--- config.mk ---
export PLATFORM = sky130hd
export DESIGN_NAME = display_scan_ctrl
export DESIGN_NICKNAME = d
export VERILOG_FILES = /design/src/rtl/display_scan_ctrl.sv
export SDC_FILE = /design/constraint.sdc
export NUM_CORES = 1
export LEC_CHECK = 0
export ABC_AREA = 1
export ABC_CLOCK_PERIOD_IN_PS = 3400
export CAP_MARGIN = 20
export CORE_MARGIN = 2
export CORE_UTILIZATION = 42
export CTS_CLUSTER_SIZE = 40
export DETAILED_ROUTE_END_ITERATION = 12
export PLACE_DENSITY = 0.66
export SYNTH_ARGS = -nofsm -noshare
export SYNTH_HDL_FRONTEND = slang
export SYNTH_SLANG_ARGS = --single-unit
--- constraint.sdc ---
create_clock -name clk -period 3.4 [get_ports clk]
set_input_delay 1.02 -clock clk [delete_from_list [all_inputs] [get_ports clk]]
set_output_delay 1.02 -clock clk [all_outputs]
set_load 0.05 [all_outputs]
--- src/rtl/display_scan_ctrl.sv ---
// display_scan_ctrl: 3-digit 7-segment scan controller with guard phases and frame-aligned value updates.
// Optional macro LEADING_ZERO_BLANK_EN keeps leading-zero digits dark during their ON phase.
module display_scan_ctrl #(
    parameter int REFRESH_DIV = 27000,
    parameter int GUARD_CYC   = 4
) (
    input  logic        clk,
    input  logic        rst_n,
    input  logic [11:0] cdu_in,
    input  logic        cdu_valid,
    output logic        cdu_ready,
    output logic [11:0] cdu_out,
    output logic [2:0]  sel,
    output logic [2:0]  an_n,
    output logic        frame_done
);
    localparam int MAX_PH = (REFRESH_DIV > GUARD_CYC) ? REFRESH_DIV : GUARD_CYC;
    localparam int CW = $clog2((MAX_PH > 2) ? MAX_PH : 2);
    localparam logic [CW-1:0] ON_LAST = CW'(REFRESH_DIV - 1);
    // With no guard phase, only the post-reset GUARD visit lasts a single cycle
    localparam logic [CW-1:0] GUARD_LAST = CW'((GUARD_CYC > 0) ? GUARD_CYC - 1 : 0);

    typedef enum logic {GUARD, ON} state_t;

    state_t        state_q, state_d;
    logic [CW-1:0] cnt_q, cnt_d;
    logic [2:0]    sel_q, sel_d;
    logic [11:0]   cdu_out_q, cdu_out_d;
    logic [11:0]   shadow_q, shadow_d;
    logic          pending_q, pending_d;
    logic          frame_done_q, frame_done_d;
    logic          last_guard, last_on, boundary, accept;
    logic [2:0]    blank;

    always_ff @(posedge clk) begin
        if (!rst_n) begin
            state_q      <= GUARD;
            cnt_q        <= '0;
            sel_q        <= 3'b001;
            cdu_out_q    <= '0;
            shadow_q     <= '0;
            pending_q    <= 1'b0;
            frame_done_q <= 1'b0;
        end else begin
            state_q      <= state_d;
            cnt_q        <= cnt_d;
            sel_q        <= sel_d;
            cdu_out_q    <= cdu_out_d;
            shadow_q     <= shadow_d;
            pending_q    <= pending_d;
            frame_done_q <= frame_done_d;
        end
    end

    always_comb begin
        last_guard   = (state_q == GUARD) && (cnt_q == GUARD_LAST);
        last_on      = (state_q == ON) && (cnt_q == ON_LAST);
        boundary     = last_on && sel_q[2];
        accept       = cdu_valid && !pending_q;
        state_d      = (last_guard || (last_on && GUARD_CYC == 0)) ? ON : (last_on ? GUARD : state_q);
        cnt_d        = (last_guard || last_on) ? '0 : cnt_q + CW'(1);
        sel_d        = last_on ? {sel_q[1:0], sel_q[2]} : sel_q;
        frame_done_d = boundary;
        // A pending load at the boundary takes priority; ready is low then anyway
        cdu_out_d    = (boundary && pending_q) ? shadow_q : cdu_out_q;
        pending_d    = (boundary && pending_q) ? 1'b0 : (accept ? 1'b1 : pending_q);
        shadow_d     = accept ? cdu_in : shadow_q;
    end

    always_comb begin
`ifdef LEADING_ZERO_BLANK_EN
        blank = {cdu_out_q[11:8] == 4'd0, cdu_out_q[11:4] == 8'd0, 1'b0};
`else
        blank = 3'b000;
`endif
        an_n = (state_q == ON) ? (~sel_q | blank) : 3'b111;
    end

    assign cdu_ready  = ~pending_q;
    assign cdu_out    = cdu_out_q;
    assign sel        = sel_q;
    assign frame_done = frame_done_q;
endmodule

==> results.sh <==
export IMPL_drcViolationCount=0
export IMPL_fmax_mhz=385
export IMPL_area_growth_pct=22.6
export IMPL_seqPwrFrac_pct=57.7
export IMPL_ir_worst_vdd_v=0.000271
export IMPL_design_area_mm2=0.00240
export IMPL_core_rowCount=24
export IMPL_start_kind="flip-flop"
export IMPL_core_area_mm2=0.00441
export IMPL_cpMaxStageDelayCell="clkdlybuf4s50_1"
export IMPL_crit_family="buffers and inverters"
export IMPL_post_dp_cell_area_mm2=0.00231
export IMPL_top_level_ports=35
export IMPL_fin_util_pct=54.4
export IMPL_multi_input_area_um2=871
export IMPL_cts_inserted_buffers=5
export IMPL_grt_pass1_vias=1529
export IMPL_stdcell_count=364
export IMPL_path_buf_inv=1
export IMPL_dr_pass1_iters=4
export IMPL_critical_path_class="flip-flop to primary output"
export IMPL_status="complete, no violations"
export IMPL_hp_class="flip-flop to flip-flop"
export IMPL_syn_area_per_cell_um2=7.05
export IMPL_fin_worst_skew_ps=6.55
export IMPL_synth_edff_count=0
export IMPL_maxCapViolCount=0
export IMPL_start_util_pct=44.4
export IMPL_track_usage_pct=16.0
export IMPL_die_w_um=72.3
export IMPL_p_sw_share_pct=23.4
export IMPL_cts_max_level=2
export IMPL_synth_top_cell_area_share_pct=46.0
export IMPL_slew_headroom_pct=63.7
export IMPL_grt_pass1_wl_um=6580
export IMPL_finalCritPeriodShare_pct=76.3
export IMPL_cts_root_buf="clkbuf_8"
export IMPL_viasPerCell=4.66
export IMPL_dieArea_mm2=0.00523
export IMPL_finalHoldViolCount=0
export IMPL_drt_iter0_drc=126
export IMPL_setup_tns_ps=0
export IMPL_wirelength_um=3800
export IMPL_vias=1695
export IMPL_ctsHoldBuffers=0
export IMPL_grt_max_degree=26
export IMPL_ys_flop_type="dfxtp_1"
export IMPL_gp_congestion=0.851
export IMPL_async_flop_share_pct=0
export IMPL_cts_tree="done"
export IMPL_post_cts_resized=0
export IMPL_rsz0062_at_grt="false"
export IMPL_dp_final_hpwl_um=2780
export IMPL_setup_viol=0
export IMPL_drive_above_1_share_pct=5.77
export IMPL_timing_hold_ws_ps=452
export IMPL_num_antenna_cells=0
export IMPL_layout_min_cycle_time_ps=2590
export IMPL_seq_area_um2=901
export IMPL_yosysWarnings=0
export IMPL_clk_latency_ps=290
export IMPL_syn_inst=278
export IMPL_clk_pin_slew_worst_paths_ps=80
export IMPL_slowest_delay_ps=840
export IMPL_final_net_count=328
export IMPL_cp_max_fo=5
export IMPL_synthTopCellsByArea="dfxtp_1 46%, nor2_1 14%, nand2_1 11%, inv_1 5.9%, o21ai_0 4.1%"
export IMPL_cp_cell_sequence="clkdlybuf4s50_1"
export IMPL_yosysSeqAreaShare_pct=46.0
export IMPL_p_clk_share_pct=34.5
export IMPL_postCtsSetupRepairBufs=0
export IMPL_power_internal_w=0.000738
export IMPL_fp_dieH_um=72.3
export IMPL_cts_sinks=45
export IMPL_synth_distinct_cells=22
export IMPL_avgRoutedWirePerCell_um=10.5
export IMPL_fillers=441
export IMPL_p_sw_w=0.000225
export IMPL_cp_end_kind="primary output"
export IMPL_layout_common_cells="71 x nor2_1, 57 x nand2_1, 45 x dfxtp_1, 34 x clkdlybuf4s50_1, 31 x inv_1"
export IMPL_clockBufferDepth=2
export IMPL_combPwrFrac_pct=7.8
export IMPL_antenna_found_initial=0
export IMPL_required_ps=2380
export IMPL_p_leak_nw=0.997
export IMPL_worst_pin_slew_ps=543
export IMPL_dp_cells=357
export IMPL_layout_commonest_cell="nor2_1"
export IMPL_antenna_left=0
export IMPL_portBuffers=34
export IMPL_drv_slew=0
export IMPL_grt_overflow=0
export IMPL_synth_seq_cells=45
export IMPL_synth_largest_area_cell="dfxtp_1"
export IMPL_pwr_density_cell_mw_per_mm2=401
export IMPL_synth_area_mm2=0.00196
export IMPL_worstPathArrival_ps=1570
export IMPL_syn_nets=294
## kinds of logic (layout without fill, tap and decap cells)
logic type      Yosys count  count (layout)  share of synthesized area, %
fa+ha+maj                 1               1                         0.638
flops                    45              45                          46.0
xor+xnor                  5               5                          2.23
compound gates           27              27                          6.90
buf+inv                  42              76                          9.58
simple gates            158             158                          34.7
## cell type report
type | instances | area share, %
Sequential cell | 45 | 37.5
Multi-Input combinational cell | 191 | 36.3
Timing Repair Buffer | 35 | 14.5
Inverter | 34 | 5.31
Clock buffer | 6 | 3.44
Tap cell | 52 | 2.71
Clock inverter | 1 | 0.313
## stage by stage
step / power, W / worst slack (ps)
2_1_floorplan: 0.000617 / 1210
3_3_place_gp: 0.000644 / 1080
5_1_grt: 0.00101 / 760
4_1_cts: 0.000976 / 795
3_5_place_dp: 0.000645 / 1030
6_report: 0.000963 / 806
## sequential cells by signal, summed over array words and instances (netlist names)
register    flops
cnt_q          15
frame_done      1
pending_q       1
shadow_q       12
cdu_out        12
state_q         1
sel             3
## power by group through the flow
| stage | clock, W | combinational (W) | sequential [W] |
|---|---|---|---|
| final | 0.000332 | 0.0000754 | 0.000556 |
| after floorplan | 0 | 0.0000510 | 0.000566 |
| after CTS | 0.000344 | 0.0000767 | 0.000556 |
| after detailed placement | 0 | 0.0000764 | 0.000568 |
| after global placement | 0 | 0.0000751 | 0.000568 |
| after global routing | 0.000366 | 0.0000857 | 0.000559 |
## metal layers
metal,vias up,GRT usage (%),wire (um)
li1,928,-,-
met5,-,0,0
met1,725,21.9,1940
met4,0,6.92,56
met3,6,3.47,172
met2,36,24.3,1630
## Yosys cell counts (2+ instances only)
library cell and count:
nand3_1 13, nand2_2 2, nand2_1 57, xor2_1 5
nand4_1 5, a21oi_1 11, inv_1 31, dfxtp_1 45
nor3_1 5, clkbuf_1 2, inv_2 3, nor2_1 71
nor2_4 3, buf_4 2, o21ai_0 16
## path summary, 6_finish.rpt
| kind | from | end | slack (ps) | cells after the start |
|---|---|---|---|---|
| setup / recovery | sel[2] | sel[2] | 810 | 1 |
| hold / removal | cnt_q[0] | cnt_q[0] | 450 | 1 |
| setup reg to reg | cnt_q[0] | cdu_out[4] | 1550 | 8 |
| hold reg to reg | cnt_q[0] | cnt_q[0] | 450 | 1 |
No activity file was read; power rests on OpenSTA's default activity.
